### config.mk
export PLATFORM = sky130hd
export DESIGN_NAME = fdce_toggle_monitor
export DESIGN_NICKNAME = d
export VERILOG_FILES = /design/src/rtl/fdce_toggle_monitor.sv
export SDC_FILE = /design/constraint.sdc
export NUM_CORES = 1
export LEC_CHECK = 0
export BUFFER_PORTS_ARGS = -buffer_cell sky130_fd_sc_hd__buf_4
export CAP_MARGIN = 30
export CORE_MARGIN = 1
export CORE_UTILIZATION = 30
export DETAILED_ROUTE_END_ITERATION = 8
export HOLD_SLACK_MARGIN = 0.1
export SETUP_SLACK_MARGIN = 0.15
export SKIP_CTS_REPAIR_TIMING = 1
export SYNTH_ARGS = -nofsm -noshare
export SYNTH_HDL_FRONTEND = slang
export SYNTH_SLANG_ARGS = --single-unit
### constraint.sdc
create_clock -name C -period 2.75 [get_ports C]
set_clock_uncertainty 0.05 [all_clocks]
set_input_delay 0.4125 -clock C [delete_from_list [all_inputs] [get_ports C]]
set_output_delay 0.4125 -clock C [all_outputs]
set_load 0.1 [all_outputs]
### src/rtl/fdce_toggle_monitor.sv
// Health monitor for a divide-by-2 FDCE toggle stage: detects rising edges of D,
// measures their spacing, locks after a run of good periods and flags faults.
module fdce_toggle_monitor #(
    parameter int CNT_W      = 16,
    parameter int EXP_PERIOD = 2,
    parameter int TOL        = 0,
    parameter int LOCK_COUNT = 4
) (
    input  logic             C,
    input  logic             CLR,
    input  logic             EN,
    input  logic             D,
    output logic             EDGE,
    output logic [CNT_W-1:0] PERIOD,
    output logic [CNT_W-1:0] EDGE_CNT,
    output logic             LOCKED,
    output logic             ERR
);

    localparam int MW = $clog2(LOCK_COUNT + 1);
    localparam logic [MW-1:0]    LOCK_TGT = MW'(LOCK_COUNT);
    localparam logic [CNT_W-1:0] EXP_LO   = CNT_W'(EXP_PERIOD - TOL);
    localparam logic [CNT_W-1:0] EXP_HI   = CNT_W'(EXP_PERIOD + TOL);
    localparam logic [CNT_W-1:0] CNT_MAX  = '1;

    typedef enum logic [2:0] {
        S_IDLE,
        S_ACQUIRE,
        S_TRACK,
        S_LOCKED,
        S_FAULT
    } state_t;

    state_t           state_q;
    logic             d_q;
    logic [CNT_W-1:0] cnt_q;
    logic [CNT_W-1:0] cnt_d;
    logic [MW-1:0]    match_cnt_q;
    logic [MW-1:0]    match_inc;
    logic             edge_q;
    logic [CNT_W-1:0] period_q;
    logic [CNT_W-1:0] edge_cnt_q;
    logic             locked_q;
    logic             err_q;

    logic rise;
    logic qual_rise;
    logic cnt_sat;
    logic period_ok;
    logic timeout;

    assign rise      = D & ~d_q;
    assign qual_rise = rise && (state_q != S_IDLE);
    assign cnt_sat   = (cnt_q == CNT_MAX);
    // A saturated count is an unknown (too long) period, never a match.
    assign period_ok = !cnt_sat && (cnt_q >= EXP_LO) && (cnt_q <= EXP_HI);
    assign timeout   = !rise && (cnt_q >= EXP_HI);
    assign match_inc = match_cnt_q + MW'(1);
    assign cnt_d     = rise ? CNT_W'(1) : (cnt_sat ? cnt_q : cnt_q + CNT_W'(1));

    always_ff @(posedge C) begin
        if (CLR) begin
            state_q     <= S_IDLE;
            d_q         <= 1'b0;
            cnt_q       <= '0;
            match_cnt_q <= '0;
            edge_q      <= 1'b0;
            period_q    <= '0;
            edge_cnt_q  <= '0;
            locked_q    <= 1'b0;
            err_q       <= 1'b0;
        end else begin
            d_q    <= D;
            cnt_q  <= cnt_d;
            edge_q <= qual_rise;
            if (qual_rise) begin
                edge_cnt_q <= edge_cnt_q + CNT_W'(1);
                // The acquiring rise has no trustworthy predecessor to measure from.
                if (state_q != S_ACQUIRE) begin
                    period_q <= cnt_q;
                end
            end

            if (!EN) begin
                state_q     <= S_IDLE;
                match_cnt_q <= '0;
                locked_q    <= 1'b0;
            end else begin
                case (state_q)
                    S_IDLE: begin
                        state_q <= S_ACQUIRE;
                    end
                    S_ACQUIRE: begin
                        if (rise) begin
                            state_q     <= S_TRACK;
                            match_cnt_q <= '0;
                        end
                    end
                    S_TRACK: begin
                        if (rise) begin
                            if (period_ok) begin
                                match_cnt_q <= match_inc;
                                if (match_inc == LOCK_TGT) begin
                                    state_q  <= S_LOCKED;
                                    locked_q <= 1'b1;
                                end
                            end else begin
                                match_cnt_q <= '0;
                            end
                        end
                    end
                    S_LOCKED: begin
                        if ((rise && !period_ok) || timeout) begin
                            state_q  <= S_FAULT;
                            locked_q <= 1'b0;
                            err_q    <= 1'b1;
                        end
                    end
                    S_FAULT: begin
                        state_q <= S_FAULT;
                    end
                    default: begin
                        state_q <= S_IDLE;
                    end
                endcase
            end
        end
    end

    assign EDGE     = edge_q;
    assign PERIOD   = period_q;
    assign EDGE_CNT = edge_cnt_q;
    assign LOCKED   = locked_q;
    assign ERR      = err_q;

endmodule

## After elaboration in Yosys (flattened, before gate mapping)

Index checks and enable logic that the tools add are counted.

| storage, ports and cells | value |
|---|---|
| word-level logic and storage cells | 68 |
| register bits | 58 |
| bits of input ports | 4 |
| output and inout bits | 35 |

| cells by class | value |
|---|---|
| eq/ne operators | 13 |
| multiplexer cells | 17 |
| bitwise logic cells | 3 |
| add/subtract/negate cells | 3 |
| magnitude comparators | 2 |
| reduce and logical (&&, ||, !) cells | 20 |

Operators with widths:

| operator | count |
|---|---|
| $add 16x1->16 const B | 2 |
| $mux 3 | 8 |
| $eq 16x16->1 const B | 1 |
| $ge 16x2->1 const B | 1 |
| $le 16x2->1 const B | 1 |
| $pmux 3 s5 | 1 |
| $ne 2x2->1 const B | 6 |
| $reduce_and 5->1 | 2 |
| $eq 3x2->1 const B | 2 |
| $eq 3x3->1 const B | 2 |
| $mux 1 | 6 |
| $pmux 3 s2 | 1 |
| $reduce_and 3->1 | 2 |
| $logic_and 1x1->1 | 5 |
| $reduce_bool 2->1 | 2 |
| $reduce_or 2->1 | 2 |
| $add 3x1->3 const B | 1 |
| $eq 3x1->1 const B | 1 |
| $logic_not 1->1 | 3 |
| $logic_not 3->1 | 1 |
| $ne 3x1->1 const B | 1 |
| $reduce_bool 3->1 | 1 |
| $not 1->1 | 2 |
| $pmux 1 s2 | 1 |
| 3 further kinds | 3 |

## Logic depth before layout (Yosys ltp)

| logic depth | value |
|---|---|
| depth in word-level cells | 9 |
| depth in mapped cells | 6 |
| gate-level depth less buffers | 6 |

## Worst setup path before layout

No wires, ideal clock.

| timing path | value |
|---|---|
| path type | register to register |
| start | register edge_cnt_q[2], in the netlist EDGE_CNT[2] |
| end | register edge_cnt_q[13], in the netlist EDGE_CNT[13] |
| cell stages (with the launch flop) | 5 |
| data arrival time | 2.291 ns |
| path buffers | 0 |
| path slack | 0.338 ns |
| required time | 2.630 ns |
| library setup time | 0.070 ns |
| period minus slack after synthesis | 2.412 ns |
| cells stage by stage | dfxtp_1 -> nand4_1 -> or3_4 -> or4_1 -> a21oi_1 |

| on the way | value |
|---|---|
| word-level cells in the longest chain between the ends | 1 |

Ends and longest elaborated chain:

| element | line | source |
|---|---|---|
| from (decl) | 42 | `logic [CNT_W-1:0] edge_cnt_q;` |
| from (signal assigned) | 77 | `edge_cnt_q <= edge_cnt_q + CNT_W'(1);` |
| $add 16x1->16 | 77 |  |

Every way passes these cells.
A chain may end at the register's enable or synchronous reset.

## Worst setup path after layout

| timing path | value |
|---|---|
| start | register state_q[1] |
| end | register edge_cnt_q[13], in the netlist EDGE_CNT[13] |

| on the way | value |
|---|---|
| word-level cells in the longest chain between the ends | 2 |

Ends and longest elaborated chain:

| element | line | source |
|---|---|---|
| from (decl) | 34 | `state_t state_q;` |
| from (signal assigned) | 63 | `state_q <= S_IDLE;` |
| from (signal assigned) | 85 | `state_q <= S_IDLE;` |
| from (signal assigned) | 91 | `state_q <= S_ACQUIRE;` |
| $reduce_bool 3->1 | 53 | `assign qual_rise = rise && (state_q != S_IDLE);` |
| $logic_and 1x1->1 | 53 |  |

Every way passes these cells.

==> impl_results.md <==
* CTS Buf Count at 9
* CTS Sinks at 58
* Endpoints failing hold at 0
* WL per Instance at 12.7 um
* Finish-stage setup viols at 0
* FILL cells at 907
* Syn-to-layout area delta at 21.5%
* Synth Flop Type: dfxtp_1
* Post-route DRC violation count at 0
* Dpl hpwl at 4370 um
* FF-to-FF Start: state_q[1]
* Final Cycle Share at 74.0%
* Total gr overflow at 0
* Vias/cell at 5.10
* Syn nets at 326
* Syn avg cell area at 8.42 sq um
* Fmax at 0.492 GHz
* Critical Path RT at 2960 ps
* Crit-path cells: nor3_1 > buf_4 > or3_4 > or4_1 > a21oi_1
* Pwr Total at 1610 uW
* Routed WL at 5950 um
* IO buf count at 38
* Pre-CTS WS at 745 ps
* R2r setup slk at 720 ps
* Post-synth EDFFs at 0
* Hold WC Path Type: input pin to flip-flop
* CP arrival at 2250 ps
* Largest stage delay on the critical path at 560 ps
* VDD IR max at 0.000195 V
* CP Launch Point: state_q[1]
* Cell count after synthesis at 317
* CTS clk-pin slew, worst paths at 60 ps
* Worst-Margin Slew at 607 ps
* Synth Warn # at 0
* Post-Syn Area at 2670 sq um
* CTS root buf: clkbuf_8
* Number of synthesized register bits at 58
* Crit Path Category: flip-flop to flip-flop
* Final setup margin at 716 ps
* Static Leak at 0.00119 uW
* P per Cell Area at 497 nW/um^2
* DP Area at 3070 sq um
* First-pass GRT wire length at 9500 um
* CTS tree: done
* Global placer's final weighted congestion at 0.801
* Slew Limit Fails at 0
* Critical-path maximum fanout at 14
* Core Area at 8680 sq um
* Setup TNS at 0 ps
* Min Tclk post-route at 2030 ps
* Die area at 9280 sq um
* Reg2reg end: EDGE_CNT[13]
* Nature of the critical path endpoint: flip-flop
* Cell Rows at 34
* CP max-delay cell: dfxtp_1
* Antenna-violating nets left at 0
* Clock buffer depth at 2
* Status: completed
* H-tree depth at 3
* Vias in the first global route at 2,029
* Share of layout cells above drive strength 1 at 18.5%
* Vias at 2,397
* Post-synthesis async set-or-reset flop share at 0%
* Max cap viols at 0
* Largest net degree at the start of global routing at 41
* Die width at 96.3 um
* R2R depth at 5
* RSZ-0062 raised after global routing: false
* Finished layout cell area at 3240 sq um
* # IOs at 39
* Crit path to: EDGE_CNT[13]
* Drt first pass iters at 4
* Initial antenna violation count at 0
* Critical Path Start Type: flip-flop
* N_diodes at 0
* GR Util All Layers at 13.3%
* Die height at 96.3 um
* DRT iter0 DRCs at 137
* Post-synth cell types at 48
* Slew HR at 59.2%
* Effective utilization at floorplan at 30.8%
* Sequential area share after synthesis at 43.5%
* Worst skew pair latency at 330 ps
* Layout net count at 367
[layer usage]
layer	share of wire (%)	track usage, %	vias to the layer above
li1	-	-	1235
met1	50	17.0	1114
met2	45	21.0	39
met3	3.9	3.71	9
met4	1.6	5.39	0
met5	0	0	-
[sequential cells by signal, summed over array words and instances (netlist names)]
| signal | flops |
|---|---|
| EDGE | 1 |
| EDGE_CNT | 16 |
| ERR | 1 |
| LOCKED | 1 |
| PERIOD | 16 |
| cnt_q | 16 |
| d_q | 1 |
| match_cnt_q | 3 |
| state_q | 3 |
[critical path, delay by kind of cell, from the launching register on]
| family | cells | cell delay (ps) |
|---|---|---|
| buf+inv | 1 | 190 |
| simple gates | 3 | 1030 |
| flops | 1 | 560 |
| compound gates | 1 | 140 |
[cell usage after synthesis, drive strengths merged (5+ instances only)]
| cell type | instances | share of area [%] |
|---|---|---|
| nand4 | 9 | 2.3 |
| inv | 5 | 0.70 |
| o21ai | 14 | 2.6 |
| clkbuf | 11 | 1.6 |
| nor4 | 6 | 2.5 |
| nor3 | 13 | 2.4 |
| or2 | 5 | 1.2 |
| xnor2 | 11 | 3.6 |
| nand3 | 17 | 3.2 |
| dfxtp | 58 | 44 |
| nor2b | 6 | 1.4 |
| ha | 5 | 2.3 |
| or4 | 8 | 2.3 |
| a21oi | 31 | 5.8 |
| or3 | 10 | 2.5 |
| nor2 | 22 | 3.2 |
| nand2 | 44 | 6.2 |
[stage by stage]
step / std cells / hold WS (ps) / utilization [%]
3_3_place_gp: 454 / 396 / 35.3
5_1_grt: 470 / 309 / 37.4
2_1_floorplan: 317 / 391 / -
4_1_cts: 470 / 289 / 37.4
6_report: 470 / 302 / 37.4
3_5_place_dp: 455 / 397 / 35.4
[logic make-up after synthesis]
logic type               synth area share [%]
AND/OR/NAND/NOR                          33.2
adder cells (fa/ha/maj)                  2.34
AO/OA/AOI/OAI                            14.9
flip-flops                               43.5
XOR/XNOR                                 3.61
buffers and inverters                    2.48
[placed cells by master (no fill, tap or decap), types with 3 or more instances in the layout]
| master | n |
|---|---|
| clkbuf_8 | 11 |
| nand4_1 | 8 |
| nor4_1 | 4 |
| o31ai_1 | 4 |
| and3_1 | 3 |
| nor2_1 | 21 |
| a21oi_1 | 31 |
| and4_1 | 3 |
| nand2b_1 | 3 |
| buf_4 | 42 |
| dfxtp_1 | 58 |
| nor2b_1 | 6 |
| ha_1 | 5 |
| nand3_1 | 17 |
| a211oi_1 | 3 |
| or2_2 | 4 |
| xnor2_1 | 11 |
| nand2_1 | 44 |
| a31oi_1 | 3 |
| clkinv_2 | 3 |
| or4_1 | 8 |
| nor3_1 | 13 |
| o21ai_0 | 13 |
| inv_1 | 5 |
| or3_1 | 9 |
[worst min-delay path by stage]
stage / cells after the start / slack [ps] / startpoint / end
detailed placement: 2 / 400 / PERIOD[7] / PERIOD[7]
global route: 2 / 310 / D / d_q
CTS: 2 / 290 / D / d_q
floorplan: 2 / 390 / match_cnt_q[2] / match_cnt_q[2]
finish: 2 / 300 / D / d_q
global placement: 2 / 400 / PERIOD[3] / PERIOD[3]
[power breakdown]
| group | leakage [uW] | internal (uW) | total [uW] | switching, uW |
|---|---|---|---|---|
| Clock | 0.0000920 | 366 | 682 | 315 |
| Combinational | 0.000635 | 23.0 | 73.4 | 50.4 |
| Sequential | 0.000468 | 847 | 856 | 9.14 |
[cell type report]
type                            count  area, sq um  area share (%)
Sequential cell                    58         1160            35.8
Inverter                            5         18.8           0.579
Multi-Input combinational cell    242         1440            44.5
Tap cell                          108          135            4.17
Clock inverter                      3         15.0           0.463
Timing Repair Buffer               42          315            9.73
Clock buffer                       12          155            4.79
Note: power is estimated with default switching activity, not from simulation.
